==> src/rtl/overlay_read_scheduler.sv <==
// Overlay read scheduler: fetches a rectangular overlay window from a single-port image RAM in
// raster order, interleaving host writes on idle cycles. Define OVERLAY_COLORKEY_EN for colour-key
// transparency (24'hFF00FF).
module overlay_read_scheduler #(
    parameter int unsigned OVL_X  = 64,
    parameter int unsigned OVL_Y  = 64,
    parameter int unsigned OVL_W  = 256,
    parameter int unsigned OVL_H  = 256,
    parameter int unsigned ADDR_W = 16
) (
    input  logic              pixelClock,
    input  logic              resetN,
    input  logic              deIn,
    input  logic              hsyncIn,
    input  logic              vsyncIn,
    output logic              memRe,
    output logic              memWe,
    output logic [ADDR_W-1:0] memAddr,
    output logic [23:0]       memWdata,
    input  logic [23:0]       memRdata,
    input  logic              hostReq,
    input  logic [ADDR_W-1:0] hostAddr,
    input  logic [23:0]       hostData,
    output logic              hostGnt,
    output logic              deOut,
    output logic              hsyncOut,
    output logic              vsyncOut,
    output logic              overlayValid,
    output logic [23:0]       overlayPixel
);

    localparam int unsigned       Area    = OVL_W * OVL_H;
    localparam logic [ADDR_W-1:0] PtrLast = ADDR_W'(Area - 1);
    localparam logic [12:0]       XLo     = 13'(OVL_X);
    localparam logic [12:0]       XHi     = 13'(OVL_X + OVL_W);
    localparam logic [12:0]       YLo     = 13'(OVL_Y);
    localparam logic [12:0]       YHi     = 13'(OVL_Y + OVL_H);

    typedef enum logic [1:0] {
        FrameWait,
        Blank,
        Line
    } stateT;

    stateT             state;
    stateT             stateNext;
    logic              deInPrev;
    logic              vsyncInPrev;
    logic              deFall;
    logic              vsRise;
    logic [11:0]       xCount;
    logic [11:0]       yCount;
    logic              inWindow;
    logic              fetch;
    logic              grant;
    logic [ADDR_W-1:0] fetchPtr;
    logic [2:0]        timingPipe1;
    logic [2:0]        timingPipe2;
    logic              validPipe;
    logic              keyHit;

    assign deFall = deInPrev & ~deIn;
    assign vsRise = vsyncIn & ~vsyncInPrev;

    assign inWindow = deIn
                      & ({1'b0, xCount} >= XLo) & ({1'b0, xCount} < XHi)
                      & ({1'b0, yCount} >= YLo) & ({1'b0, yCount} < YHi);

    // The first active pixel of a line is sampled while still in Blank, so fetch there too.
    assign fetch = inWindow & (state != FrameWait);

    // Skip the cycle after a grant so a host that drops its request on seeing hostGnt
    // is not granted twice.
    assign grant = hostReq & ~fetch & ~hostGnt;

    always_comb begin
        stateNext = state;
        unique case (state)
            FrameWait: if (vsRise) stateNext = Blank;
            Blank:     if (deIn) stateNext = Line;
            Line:      if (!deIn) stateNext = Blank;
            default:   stateNext = FrameWait;
        endcase
        if (vsRise) stateNext = Blank;
    end

    always_ff @(posedge pixelClock or negedge resetN) begin
        if (!resetN) begin
            state       <= FrameWait;
            deInPrev    <= 1'b0;
            vsyncInPrev <= 1'b0;
            xCount      <= '0;
            yCount      <= '0;
            fetchPtr    <= '0;
        end else begin
            state       <= stateNext;
            deInPrev    <= deIn;
            vsyncInPrev <= vsyncIn;

            if (deFall) begin
                xCount <= '0;
            end else if (deIn && xCount != 12'hFFF) begin
                xCount <= xCount + 12'd1;
            end

            if (vsRise) begin
                yCount <= '0;
            end else if (deFall && yCount != 12'hFFF) begin
                yCount <= yCount + 12'd1;
            end

            if (vsRise) begin
                fetchPtr <= '0;
            end else if (fetch) begin
                fetchPtr <= (fetchPtr == PtrLast) ? '0 : fetchPtr + 1'b1;
            end
        end
    end

    always_ff @(posedge pixelClock or negedge resetN) begin
        if (!resetN) begin
            memRe       <= 1'b0;
            memWe       <= 1'b0;
            memAddr     <= '0;
            memWdata    <= '0;
            hostGnt     <= 1'b0;
            timingPipe1 <= '0;
            timingPipe2 <= '0;
            validPipe   <= 1'b0;
        end else begin
            memRe       <= fetch;
            memWe       <= grant;
            hostGnt     <= grant;
            memAddr     <= fetch ? fetchPtr : (grant ? hostAddr : '0);
            memWdata    <= grant ? hostData : '0;
            timingPipe1 <= {deIn, hsyncIn, vsyncIn};
            timingPipe2 <= timingPipe1;
            // RAM data returns the cycle after memRe, lining up with the second timing stage.
            validPipe   <= memRe;
        end
    end

    assign {deOut, hsyncOut, vsyncOut} = timingPipe2;

`ifdef OVERLAY_COLORKEY_EN
    assign keyHit = (memRdata == 24'hFF00FF);
`else
    assign keyHit = 1'b0;
`endif

    assign overlayValid = validPipe & ~keyHit;
    assign overlayPixel = overlayValid ? memRdata : 24'h000000;

endmodule

==> config.mk <==
export PLATFORM = sky130hd
export DESIGN_NAME = overlay_read_scheduler
export DESIGN_NICKNAME = d
export VERILOG_FILES = /design/src/rtl/overlay_read_scheduler.sv
export SDC_FILE = /design/constraint.sdc
export NUM_CORES = 1
export LEC_CHECK = 0
export CAP_MARGIN = 30
export CORE_MARGIN = 4
export CORE_UTILIZATION = 45
export DETAILED_ROUTE_END_ITERATION = 6
export PLACE_DENSITY_LB_ADDON = 0.12
export SLEW_MARGIN = 30
export SYNTH_ARGS = -nofsm -noshare
export SYNTH_HDL_FRONTEND = slang
export SYNTH_SLANG_ARGS = --single-unit
export TNS_END_PERCENT = 30
==> constraint.sdc <==
create_clock -name pixelClock -period 2.9 [get_ports pixelClock]
set_input_delay 0.58 -clock pixelClock [delete_from_list [all_inputs] [get_ports pixelClock]]
set_output_delay 0.58 -clock pixelClock [all_outputs]
set_load 0.01 [all_outputs]
==> results.sh <==
export IMPL_met2_length_um=5480
export IMPL_fin_area_um2=5840
export IMPL_synthAdderAreaFrac_pct=1.53
export IMPL_route_final_wire_length_um=10700
export IMPL_antenna_found_initial=0
export IMPL_drt_iter0_drc=152
export IMPL_ys_ff_latch=91
export IMPL_internal_power_mw=2.08
export IMPL_synth_compound_gate_area_share_pct=12.6
export IMPL_drt_met1_wl_um=4240
export IMPL_grt_setup_unrepaired="no"
export IMPL_fp_dieArea_um2=10700
export IMPL_maxCapViolCount=0
export IMPL_fillCellCount=699
export IMPL_tns_ns=0
export IMPL_min_path_type="in2async"
export IMPL_core_um2=8810
export IMPL_cts_tree="done"
export IMPL_power_mw=2.69
export IMPL_layout_drive_gt1_share_pct=6.65
export IMPL_slew_headroom_pct=60.7
export IMPL_ys_seq_area_share_pct=55.6
export IMPL_yosysMostFrequentCell="dfrtp_1"
export IMPL_cts_root_buf="clkbuf_8"
export IMPL_crit_required_ns=3.20
export IMPL_synth_avg_cell_area_um2=10.7
export IMPL_cts_made_buffers=9
export IMPL_period_share_pct=83.1
export IMPL_yosysWarnings=0
export IMPL_netlist_instances=382
export IMPL_vias=3419
export IMPL_cts_hold_buf=0
export IMPL_post_cts_resized=0
export IMPL_yosys_area_share_simple_pct=23.6
export IMPL_wire_per_inst_um=16.8
export IMPL_crit_type="in2reg"
export IMPL_ios=141
export IMPL_cp_max_fo=11
export IMPL_grt_max_degree=54
export IMPL_tightest_slew_ns=0.583
export IMPL_p_leak_nw=2.52
export IMPL_pwr_share_seq_pct=50.9
export IMPL_die_w_um=103
export IMPL_gp_congestion=0.873
export IMPL_crit_path_end_kind="flip-flop"
export IMPL_htreeDepth=3
export IMPL_slew_viol_final=0
export IMPL_ys_async_sr_fraction_pct=100
export IMPL_floorplan_initialDensity_pct=46.5
export IMPL_grt_usage_pct=20.2
export IMPL_clock_path_buffers=2
export IMPL_routed_via_density=5.39
export IMPL_clock_latency_ns=0.35
export IMPL_critPathLaunchType="input port"
export IMPL_cp_arrival_ns=2.71
export IMPL_irDropWorstVdd_v=0.000268
export IMPL_final_nets=596
export IMPL_synth_nets=457
export IMPL_synth_cell_area_um2=4100
export IMPL_grt_ovfl_total=0
export IMPL_switching_power_mw=0.613
export IMPL_pwr_share_clk_pct=36.5
export IMPL_seq_area_um2=2280
export IMPL_synthXorXnorAreaFrac_pct=2.78
export IMPL_place_hpwl_um=7960
export IMPL_grt_pass1_vias=3281
export IMPL_setup_viol=0
export IMPL_fp_row_count=34
export IMPL_r2r_slack_ns=0.68
export IMPL_swShare_pct=22.8
export IMPL_drc=0
export IMPL_synth_top_flop_cell="dfrtp_1"
export IMPL_powerDensity_nw_per_um2=461
export IMPL_wl_met3_um=804
export IMPL_diodes=0
export IMPL_grt_pass1_wl_um=16500
export IMPL_status="complete, no violations"
export IMPL_yosysTopAreaCell="dfrtp_1"
export IMPL_die_y_um=103
export IMPL_finalClockSkew_ns=0.0112
export IMPL_synth_top_area_share_pct=55.6
export IMPL_placed_area_um2=5600
export IMPL_dr_pass1_iters=4
export IMPL_combPwrFrac_pct=12.5
export IMPL_multi_input_area_um2=1690
export IMPL_post_cts_buffers=0
export IMPL_timing_fmax_mhz=415
export IMPL_synthTopCellsByCount="dfrtp_1 (91), and2_1 (50), nor2_1 (29)"
export IMPL_antenna_left=0
export IMPL_instances_no_fill=634
export IMPL_fin_crit_ns=2.41
export IMPL_cts_sinks=91
export IMPL_ys_types=52
export IMPL_highest_signal_layer="met4"
export IMPL_syn_to_final_growth_pct=42.6
export IMPL_clk_pin_slew_worst_paths_ns=0.09
export IMPL_placedCellCount=618
export IMPL_final_hold_viol_count=0
export IMPL_synth_edf_count=0
export IMPL_ys_top_cells_by_area="dfrtp_1 (56%), and2_1 (7.6%), a22o_1 (3.8%)"
export IMPL_synth_top_family_by_area="simple AND/OR/NAND/NOR gates"
export IMPL_io_buffers=140
export IMPL_muxShareOfSynthArea_pct=0.489
layout make-up:
type                       instances  area share, %
timing repair buffer             148           25.2
multi-input combinational        263           29.0
clock buffer                      13           2.89
inverter                           8          0.514
tap                              108           2.31
clock inverter                     3           1.18
sequential                        91           39.0
power groups by stage:
stage	Clock, mW	Sequential (mW)	Combinational (mW)
finish	0.984	1.37	0.338
global route	1.07	1.38	0.372
CTS	1.01	1.37	0.343
detailed placement	0	1.40	0.342
global placement	0	1.39	0.334
floorplan	0	1.41	0.113
cells in the final DEF (no fill, tap or decap), types with 3 or more instances in the layout:
master and count:
clkdlybuf4s50_1 139, dfrtp_1 91, and2_1 50, nor2_1 29, o21ai_0 20, nand2_1 20
a22o_1 18, nand4_1 15, nand3_1 15, a21oi_1 12, clkbuf_8 12, buf_4 8
inv_1 7, xnor2_1 7, xor2_1 6, a31oi_1 5, ha_1 5, nor3_1 4
and3_1 4, a32oi_1 4, o31ai_1 4, nor4b_1 3, nand3b_1 3, or3_1 3
nor2b_1 3, nor4_1 3, or4b_1 3
registers in the layout (all words and copies together) (netlist names):
name          flops
deInPrev          1
fetchPtr         16
hostGnt           1
memAddr          16
memRe             1
memWdata         24
overlayValid      1
state             2
timingPipe1       2
timingPipe2       3
xCount           12
yCount           12
routing by layer:
| metal | vias to the layer above | GRT usage (%) |
|---|---|---|
| met2 | 118 | 36.4 |
| met4 | 0 | 5.98 |
| met3 | 17 | 5.03 |
| met1 | 1650 | 23.7 |
| li1 | 1634 | - |
| met5 | - | 0 |
critical path, stage by stage:
cell             delay, ns
clkdlybuf4s50_1       0.50
or4b_1                0.43
or4_4                 0.59
or4b_1                0.53
nand2_1               0.07
cell families after synthesis:
kind of cell    after synthesis
xor+xnor                     13
flops                        91
buf+inv                      28
fa+ha+maj                     5
simple gates                168
compound gates               75
mux                           2
worst paths after layout:
kind / startpoint / endpoint / cells after the start
worst max-delay path: deIn / fetchPtr[4] / 5
worst min register to register: timingPipe1[1] / timingPipe2[1] / 0
max in group asynchronous: resetN / memWdata[17] / 2
worst max register to register: yCount[9] / fetchPtr[4] / 4
min in group pixelClock: timingPipe1[1] / timingPipe2[1] / 0
worst min-delay path: resetN / memAddr[0] / 1
through the flow:
stage	hold slack, ns	setup slack [ns]	util (%)
detailed placement	0.354	0.116	63.6
CTS	0.195	0.493	66.3
global placement	0.335	0.127	63.6
floorplan	0.284	0.739	-
finish	0.191	0.489	66.4
global route	0.219	0.387	66.4
No activity file was read; power rests on OpenSTA's default activity.
==> edit (same settings) <==
Add a define of `OVERLAY_COLORKEY_EN`.
--- a/src/rtl/overlay_read_scheduler.sv
+++ b/src/rtl/overlay_read_scheduler.sv
@@ -1,6 +1,8 @@
 // Overlay read scheduler: fetches a rectangular overlay window from a single-port image RAM in
 // raster order, interleaving host writes on idle cycles. Define OVERLAY_COLORKEY_EN for colour-key
 // transparency (24'hFF00FF).
+`define OVERLAY_COLORKEY_EN
+
 module overlay_read_scheduler #(
     parameter int unsigned OVL_X  = 64,
     parameter int unsigned OVL_Y  = 64,
Function: no difference found for any inputs over 10 cycles, from zero or initial values and one cycle with resetN low; that may be too few to reach the edited logic, so the function may still have changed.
==> edit against the unedited design <==
Routed wire length grew 6.8%; sequential cell count did not move; design area up 2.7%; area after synthesis grew 6.0%; register-to-register slack gained 0.02 ns; highest routed layer unchanged; cell count rose by 7.4%; synthesized cell count is 5.8% higher; clock skew is 0.0022 ns lower; combinational power increased by 10%; critical endpoint is now overlayPixel[4]; power shrank 3.0%; first-iteration DRC count rose by 26%; worst setup slack worse by 0.36 ns.
==> edit: results (changes against the unedited design) <==
set qor(final.fill_count) 753 ;# was 699
set qor(routedWlPerCell_um) 16.7 ;# was 16.8 um
set qor(dr.first_iter.drc_count) 192 ;# was 152
set qor(syn_nets) 479 ;# was 457
set qor(timing.slew.headroom_pct) 43.5 ;# was 60.7%
set qor(setup_skew_after_layout_ns) 0.00894 ;# was 0.0112 ns
set qor(design.final.nets) 622 ;# was 596
set qor(cts.clk_slew.worst_paths_ns) 0.09 ;# about the same
set qor(vias_in_the_first_global_route) 3524 ;# was 3281
set qor(rd_place_congestion) 0.831 ;# was 0.873
set qor(seq_area_frac_synth_pct) 52.4 ;# was 55.6%
set qor(largest_net_degree_at_the_start_of_global_routing) 55 ;# was 54
set qor(total_leakage_power_nw) 2.60 ;# was 2.52 nW
set qor(r2r_slack_ns) 0.70 ;# was 0.68 ns
set qor(synthTopCellsByArea) {dfrtp_1 (52%), and2_1 (7.2%), a22o_1 (3.2%), nand2_1 (2.7%), nand4_1 (2.2%)} ;# was dfrtp_1 (56%), and2_1 (7.6%), a22o_1 (3.8%), nor2_1 (2.7%), o21ai_0 (2.4%)
set qor(place_hpwl_um) 8420 ;# was 7960 um
set qor(drive_above_1_share_pct) 12.0 ;# was 6.65%
set qor(yosysUniqueCellTypes) 54 ;# was 52
set qor(io_buffers) 140 ;# unchanged
set qor(outcome) {finished clean} ;# unchanged
set qor(timing.critical_path.arrival_ns) 2.19 ;# was 2.71 ns
set qor(clock_latency_ns) 0.36
set qor(r2r_start) {xCount[6]$_DFFE_PN0P_} ;# was yCount[9]$_DFFE_PN0P_
set qor(area_growth_syn_to_layout_pct) 38.2 ;# was 42.6%
set qor(critPathMaxFanout) 6 ;# was 11
set qor(synth_commonest_cells) {dfrtp_1 (91), and2_1 (50), nand2_1 (31)} ;# was dfrtp_1 (91), and2_1 (50), nor2_1 (29)
set qor(holdWs_ns) 0.185 ;# was 0.191 ns
set qor(dr_total_vias) 3703 ;# was 3419
set qor(grt_pass1_wl_um) 18400 ;# was 16500 um
set qor(grt_use_total_pct) 20.6 ;# was 20.2%
set qor(irDropWorstVdd_v) 0.000291 ;# was 0.000268 V
set qor(detailedRoute.firstPassIterationCount) 4 ;# unchanged
set qor(worstReg2RegEnd) {memAddr[10]$_DFF_PN0_} ;# was fetchPtr[4]$_DFFE_PN0P_
[edit: cell types whose count changed in the layout (fill, tap and decap cells not counted), moves of 9 or more]
cell,delta
clkdlybuf4s50_1,-25
buf_2,+21
nor2_1,-18
nand2_1,+11
o21ai_0,-10
a211oi_1,+9
[edit: final cells by class]
cell class	count	area share, %
Clock buffer	9	2.06
Clock inverter	7	1.25
Inverter	8	0.500
Multi-Input combinational cell	284	32.2
Sequential cell	91	37.9
Tap cell	129	2.69
Timing Repair Buffer	153	23.4
[edit: repair_timing]
action                                  in CTS  in global routing
setup buffers                                0                  0
endpoints found under the hold margin        0                  0
gates resized for setup                     97                  0
endpoints found under the setup margin      21                  0
[edit: report_power, final]
part	total, mW	internal, mW	leakage, nW	switching [mW]
registers	1.38	1.33	1.22	0.0483
clock network	0.862	0.403	0.0923	0.459
logic	0.372	0.207	1.29	0.166
[edit: metal layers]
metal  GRT usage, %  up-vias  part of all wire, %  wire length (um)
met2           33.8      137                   48              5520
met4           7.49        0                  2.0               223
met3           4.80       18                  6.7               766
li1               -     1782                    -                 -
met5              0        -                    0                 0
met1           26.5     1766                   43              4880
[edit: metrics by stage]
step	cells	setup WS, ns	area, um^2	setup TNS [ns]	utilization [%]
finish	681	0.130	6000	0	64.4
global route	681	0.0185	6000	0	64.4
CTS	681	0.150	6000	0	64.4
detailed placement	662	-0.497	5850	-9.82	62.8
global placement	662	-0.417	5850	-8.54	62.8
floorplan	404	0.442	4340	0	-
[edit: how the worst max path moves through the flow]
stage | depth (start not counted) | start | slack, ns | endpoint
after floorplan | 5 | memRdata[13] | 0.44 | overlayPixel[14]
after global placement | 7 | memRdata[13] | -0.42 | overlayPixel[18]
after detailed placement | 7 | memRdata[13] | -0.50 | overlayPixel[15]
after CTS | 7 | memRdata[23] | 0.15 | overlayPixel[16]
after global routing | 7 | memRdata[19] | 0.02 | overlayPixel[16]
final | 7 | memRdata[19] | 0.13 | overlayPixel[4]
[edit: logic make-up after synthesis]
logic type | after synthesis | share of synthesized area, %
DFF | 91 | 52.4
AOI/OAI and AO/OA | 81 | 13.7
and+or+nand+nor | 186 | 25.9
xor gates and xnor gates | 4 | 0.807
adders and majority gates | 5 | 1.44
buffers and inverters | 29 | 3.86
muxes | 8 | 1.84
[edit: worst max-delay path, stage by stage]
cell,delay (ns)
clkdlybuf4s50_1,0.50
nand4b_1,0.16
nor4_4,0.32
a31oi_2,0.16
buf_4,0.19
and2_4,0.15
buf_2,0.13
